`src/rtl/battle_turn_scheduler.sv`:
```
// Battle turn scheduler: alternates player and enemy strike phases for the
// combat accuracy engine once the sprites collide, until a winner is reported.
// Ports: clk, rst_n (async active-low); collision_detected; choice_valid/choice
// /choice_ready handshake; player/enemy remaining sword and bat counts;
// player_win/enemy_win; player_turn, attacker_turn, player_choice,
// enemy_choice to the engine; battle_active, battle_over, turn_count status.
module battle_turn_scheduler #(
    parameter int STRIKE_CYCLES  = 4,
    parameter int SELECT_TIMEOUT = 16
) (
    input  logic       clk,
    input  logic       rst_n,
    input  logic       collision_detected,
    input  logic       choice_valid,
    input  logic [1:0] choice,
    output logic       choice_ready,
    input  logic [4:0] player_remained_sword,
    input  logic [4:0] player_remained_baseballbat,
    input  logic [4:0] enemy_remained_sword,
    input  logic [4:0] enemy_remained_baseballbat,
    input  logic       player_win,
    input  logic       enemy_win,
    output logic       player_turn,
    output logic       attacker_turn,
    output logic [1:0] player_choice,
    output logic [1:0] enemy_choice,
    output logic       battle_active,
    output logic       battle_over,
    output logic [7:0] turn_count
);

    typedef enum logic [2:0] {
        IDLE,
        P_SELECT,
        P_STRIKE,
        P_CHECK,
        E_SELECT,
        E_STRIKE,
        E_CHECK,
        DONE
    } state_t;

    localparam logic [7:0] SEL_LAST = 8'(SELECT_TIMEOUT - 1);
    localparam logic [3:0] STR_LAST = 4'(STRIKE_CYCLES - 1);

    state_t     state_q, state_d;
    logic [7:0] sel_cnt_q, sel_cnt_d;
    logic [3:0] strike_cnt_q, strike_cnt_d;
    // Remembers a collision loss seen during a strike so the strike can
    // finish its full length before the battle is abandoned.
    logic       abort_q, abort_d;
    logic [1:0] p_choice_q, p_choice_d;
    logic [1:0] e_choice_q, e_choice_d;
    logic [7:0] turn_cnt_q, turn_cnt_d;
    logic [7:0] lfsr_q, lfsr_d;
    logic       win;

    // Exhausted or reserved weapons fall back to bare hands.
    function automatic logic [1:0] sanitize(
        input logic [1:0] c,
        input logic [4:0] sw,
        input logic [4:0] bb
    );
        logic [1:0] r;
        r = 2'b00;
        if (c == 2'b01 && sw != 5'd0) begin
            r = 2'b01;
        end
        if (c == 2'b10 && bb != 5'd0) begin
            r = 2'b10;
        end
        return r;
    endfunction

    // x^8+x^6+x^5+x^4+1, shifting toward the MSB.
    assign lfsr_d = {lfsr_q[6:0], lfsr_q[7] ^ lfsr_q[5] ^ lfsr_q[4] ^ lfsr_q[3]};
    assign win    = player_win | enemy_win;

    always_comb begin
        state_d      = state_q;
        sel_cnt_d    = '0;
        strike_cnt_d = '0;
        abort_d      = abort_q;
        p_choice_d   = p_choice_q;
        e_choice_d   = e_choice_q;
        turn_cnt_d   = turn_cnt_q;
        unique case (state_q)
            IDLE: begin
                if (collision_detected) begin
                    state_d    = P_SELECT;
                    turn_cnt_d = '0;
                end
            end
            P_SELECT: begin
                sel_cnt_d = sel_cnt_q + 8'd1;
                if (!collision_detected) begin
                    state_d = IDLE;
                end else if (choice_valid) begin
                    p_choice_d = sanitize(choice, player_remained_sword,
                                          player_remained_baseballbat);
                    abort_d    = 1'b0;
                    state_d    = P_STRIKE;
                end else if (sel_cnt_q == SEL_LAST) begin
                    p_choice_d = 2'b00;
                    abort_d    = 1'b0;
                    state_d    = P_STRIKE;
                end
            end
            P_STRIKE, E_STRIKE: begin
                strike_cnt_d = strike_cnt_q + 4'd1;
                abort_d      = abort_q | ~collision_detected;
                if (strike_cnt_q == STR_LAST) begin
                    if (abort_q || !collision_detected) begin
                        state_d = IDLE;
                    end else if (state_q == P_STRIKE) begin
                        state_d = P_CHECK;
                    end else begin
                        state_d = E_CHECK;
                    end
                end
            end
            P_CHECK: begin
                if (win) begin
                    state_d = DONE;
                end else if (!collision_detected) begin
                    state_d = IDLE;
                end else begin
                    state_d = E_SELECT;
                end
            end
            E_SELECT: begin
                if (!collision_detected) begin
                    state_d = IDLE;
                end else begin
                    e_choice_d = sanitize(lfsr_q[1:0], enemy_remained_sword,
                                          enemy_remained_baseballbat);
                    abort_d    = 1'b0;
                    state_d    = E_STRIKE;
                end
            end
            E_CHECK: begin
                if (win) begin
                    state_d = DONE;
                end else if (!collision_detected) begin
                    state_d = IDLE;
                end else begin
                    if (turn_cnt_q != 8'hFF) begin
                        turn_cnt_d = turn_cnt_q + 8'd1;
                    end
                    state_d = P_SELECT;
                end
            end
            DONE: begin
                if (!collision_detected) begin
                    state_d = IDLE;
                end
            end
            default: begin
                state_d = IDLE;
            end
        endcase
        // Clearing on the way into IDLE keeps the selects at 00 for the
        // whole time the FSM sits there.
        if (state_d == IDLE) begin
            p_choice_d = 2'b00;
            e_choice_d = 2'b00;
        end
    end

    always_ff @(posedge clk or negedge rst_n) begin
        if (!rst_n) begin
            state_q      <= IDLE;
            sel_cnt_q    <= '0;
            strike_cnt_q <= '0;
            abort_q      <= 1'b0;
            p_choice_q   <= 2'b00;
            e_choice_q   <= 2'b00;
            turn_cnt_q   <= '0;
            lfsr_q       <= 8'hA5;
        end else begin
            state_q      <= state_d;
            sel_cnt_q    <= sel_cnt_d;
            strike_cnt_q <= strike_cnt_d;
            abort_q      <= abort_d;
            p_choice_q   <= p_choice_d;
            e_choice_q   <= e_choice_d;
            turn_cnt_q   <= turn_cnt_d;
            lfsr_q       <= lfsr_d;
        end
    end

    assign choice_ready  = (state_q == P_SELECT);
    assign player_turn   = (state_q == P_STRIKE);
    assign attacker_turn = (state_q == P_STRIKE) || (state_q == E_STRIKE);
    assign battle_active = (state_q != IDLE) && (state_q != DONE);
    assign battle_over   = (state_q == DONE);
    assign player_choice = p_choice_q;
    assign enemy_choice  = e_choice_q;
    assign turn_count    = turn_cnt_q;

endmodule

```
`config.mk`:
```
export PLATFORM = sky130hd
export DESIGN_NAME = battle_turn_scheduler
export DESIGN_NICKNAME = d
export VERILOG_FILES = /design/src/rtl/battle_turn_scheduler.sv
export SDC_FILE = /design/constraint.sdc
export NUM_CORES = 1
export LEC_CHECK = 0
export CORE_MARGIN = 5
export CORE_UTILIZATION = 44
export DETAILED_ROUTE_END_ITERATION = 10
export MAX_ROUTING_LAYER = met4
export PLACE_DENSITY = 0.72
export SETUP_SLACK_MARGIN = 0.02
export SYNTH_ARGS = -nofsm -noshare
export SYNTH_HDL_FRONTEND = slang
export SYNTH_SLANG_ARGS = --single-unit
export TNS_END_PERCENT = 10
```
`constraint.sdc`:
```
create_clock -name clk -period 1.68 [get_ports clk]
set_input_delay 0.336 -clock clk [delete_from_list [all_inputs] [get_ports clk]]
set_output_delay 0.336 -clock clk [all_outputs]
set_load 0.03 [all_outputs]
```
==> results by group <==
Run status
  • Outcome: complete, but fails checks
  • Failing checks: negative setup slack

Die
  • Starting Density: between 40% and 50%
  • # rows: 23
  • Top Ports: between 40 and 50
  • Die area: about 5600 µm²
  • Die height: approximately 75 µm
  • Core area: roughly 4000 µm²
  • Chip width: roughly 75 µm

Timing
  • Worst rel slew slack: between 70 and 80%
  • Final WS setup: -0.09136 ns
  • Fin crit period: 1.771 ns
  • Clock skew: 0.005476 ns
  • Setup Viol. Count Final: 10
  • RSZ-0062 raised after global routing: true
  • Worst slew pin tran: 0.3823 ns
  • F_max: roughly 560 MHz
  • Period utilization: 105.4%
  • Max Slew Vio Count: 0
  • Hold Fails Final Rpt: 0
  • Hold slack: around 0.35 ns

Power
  • Clk pwr share: a little over a fifth
  • Power per standard cell area: between 900 and 1000 nW/µm²
  • Lkg Pwr: about 1.3 nW
  • Comb power frac: between 40% and 50%
  • Worst VDD drop: roughly 630 µV
  • Seq pwr share: a little over a third
  • Switching share of power: between 30% and 40%
  • Switching power: approximately 1000 µW
  • Pint: 1.874 mW

Worst setup path
  • R2R Path End: player_choice[0]$_DFFE_PN0P_
  • CP max stage delay: 0.48 ns
  • Launching point of the worst reg2reg path: state_q[2]$_DFF_PN0_
  • CP cell instances: buf_6, nand3b_2, inv_2, buf_4, buf_6
  • CP Depth: 5
  • Reg2Reg Setup Slack: -0.06 ns
  • CP arrival: around 1.4 ns
  • Crit path launch type: register
  • Cells on worst reg2reg path: 6
  • Delay-heaviest family, CP: flip-flops
  • Critical path class: register to output pin
  • Crit. End Element: output pin
  • Slowest CP cell: dfrtp_2
  • Critical Path Fanout Max: 6
  • CP dominant cell by count: buf_6
  • Critical path required time: ~1.3 ns
  • Sum of buffers and inverters on the critical path: 4

Clock tree
  • Reg clk slew, reported paths: around 0.070 ns
  • CTS Buf Count: 5
  • Worst-Skew Late Latency: 0.29 ns
  • CTS tree: built
  • Sink Count: 36
  • Root Driver: clkbuf_8
  • Clock Tree Buf Depth: 2
  • Hold_buf cts: 0
  • Htree depth: 2

Yosys
  • Area share of the largest cell type after synthesis: between 40% and 50%
  • Leading area contributor after synthesis: dfrtp_1
  • Avg Inst Size Synth: 10.05 µm²
  • Synth Instances: ~180
  • Post-synthesis cell type count: 47
  • Async SR Flop Fraction: 100.0%
  • Register area share after synthesis: between 40% and 50%
  • Top FF cell, synth: dfrtp_1
  • Post-Syn Area: around 1800 µm²
  • #FFs+latches synth: 36
  • Ranking of synthesized cells by area: dfrtp_1 44%, nor2_1 6.1%, dfstp_2 5.7%
  • Ys Warns: 0
  • EDFF count, synth: 0
  • Syn nets: 214

GRT
  • GRT Total Usage: between 10% and 20%
  • Number of global-route vias before repair: 1,603
  • Total grt overflow: 0
  • First-pass GRT wire length: 6844 µm
  • Largest net degree at the start of global routing: 37
  • Initial antenna violation count: 0

Cells and area
  • Share of cells above drive strength 1: roughly 33%
  • Register Area: around 900 µm²
  • Total Nets Final: 297
  • FILL cells: ~310
  • Area delta synth->final: 57.21%
  • Final Util: 71.77%
  • Multi-input logic area: 1059 µm²
  • Antenna cells: 0

Route
  • Final ANT Viol Nets: 0
  • Via Count: 1,647
  • WL final: between 4000 and 5000 µm
  • Drt first pass iters: 4
  • Detailed Route Iter0 Violations: 61
  • Post-route DRC violation count: 0
  • WL per Instance: approximately 14 µm
  • Drt via density: 5.196

Min path
  • Hold Path End: lfsr_q[7]$_DFF_PN1_
  • Worst Hold Class: register to register
  • Worst hold start: lfsr_q[6]$_DFF_PN0_
  • WHS Path Cells: 0

Flow run
  • # Max-Cap Violations: 0

Place
  • Routability cong.: roughly 0.92
  • Post-DP HPWL: roughly 3100 µm
  • IO Port Bufs: between 40 and 50
power groups by stage:
stage                     sequential [mW]  clock, mW  combinational, mW
after detailed placement             1.01          0               1.10
after CTS                           0.990      0.618               1.17
final                                1.00      0.602               1.27
after global placement               1.01          0               1.09
after global routing                 1.01      0.666               1.38
after floorplan                      1.01          0              0.569
per-stage QoR:
| stage | power [mW] | instance area (µm²) | std cells | setup WS, ns | setup TNS [ns] |
|---|---|---|---|---|---|
| final | 2.869 | 2892 | 317 | -0.09136 | -0.6176 |
| after global routing | 3.051 | 2892 | 317 | -0.1852 | -1.547 |
| after CTS | 2.774 | 2745 | 315 | -0.1107 | -0.7314 |
| after detailed placement | 2.108 | 2584 | 305 | -0.4200 | -4.766 |
| after global placement | 2.093 | 2584 | 305 | -0.3765 | -4.354 |
| after floorplan | 1.581 | 1851 | 183 | -0.06096 | -0.2757 |
cells in the mapped netlist (2+ instances only):
cell and n:
o221ai_1 2, nor2b_1 6, dfrtp_1 32, nor4b_1 2, nor3b_1 2, or3_1 3, dfstp_2 4, or4_1 4
nor2_1 30, xnor2_1 12, nor4_1 3, and3_1 4, inv_1 4, nand2_1 10, nor3_1 6, a21oi_1 8
mux2i_1 2, nand3b_1 2, nand3_1 7, nand4_1 2, buf_2 3, ha_1 3, xor2_1 4, o21ai_0 5
cells in the final DEF (no fill, tap or decap), drive strengths merged, types with 2 or more instances in the layout:
master / n
a21oi: 8
and3: 4
buf: 42
clkbuf: 5
clkdlybuf4s50: 26
clkinv: 3
dfrtp: 32
dfstp: 4
dlygate4sd2: 12
ha: 3
inv: 4
mux2i: 2
nand2: 10
nand3: 7
nand3b: 3
nand4: 2
nor2: 30
nor2b: 6
nor3: 7
nor3b: 3
nor4: 3
nor4b: 4
o21ai: 6
o221ai: 2
or3: 3
or4: 4
xnor2: 12
xor2: 4
cells by family (layout without fill, tap and decap cells):
kind of cell    after synthesis  count (layout)  synth area share (%)
flops                        36              36                 49.25
fa+ha+maj                     3               3                 2.041
compound gates               24              24                 8.300
buf+inv                       9              93                 2.448
xor+xnor                     16              16                 7.619
simple gates                 92              92                 28.64
mux                           3               3                 1.701
layer usage:
| layer | vias up | global-route usage (%) | part of all wire [%] |
|---|---|---|---|
| met5 | - | - | 0 |
| met4 | 0 | 5.929 | 1.6 |
| met3 | 7 | 3.738 | 4.1 |
| met2 | 38 | 26.63 | 50 |
| met1 | 789 | 20.39 | 44 |
| li1 | 813 | - | - |
final cells by class:
class | instances | area share [%]
sequential | 36 | 31.41
clock inverter | 3 | 0.6491
inverter | 4 | 0.5193
timing repair buffer | 81 | 26.27
multi-input combinational | 138 | 36.61
clock buffer | 5 | 2.380
tap | 50 | 2.164
timing repair:
action,CTS,global route
endpoints found under the setup margin,28,20
resized for setup,32,30
pin swaps,4,12
setup buffers,2,3
sequential cells by signal (all words and copies together), names as in the netlist:
name,flops
strike_cnt_q,4
abort_q,1
turn_count,8
enemy_choice,2
lfsr_q,8
sel_cnt_q,8
state_q,3
player_choice,2
worst max-delay path by stage:
| stage | startpoint | to |
|---|---|---|
| 3_3_place_gp | enemy_win | enemy_choice[1]$_DFFE_PN0P_ |
| 2_1_floorplan | state_q[0]$_DFF_PN0_ | battle_active |
| 3_5_place_dp | collision_detected | player_choice[0]$_DFFE_PN0P_ |
| 5_1_grt | strike_cnt_q[1]$_DFF_PN0_ | player_choice[0]$_DFFE_PN0P_ |
| 6_report | state_q[2]$_DFF_PN0_ | choice_ready |
| 4_1_cts | state_q[1]$_DFF_PN0_ | attacker_turn |
Note: power is estimated with default switching activity, not from simulation.
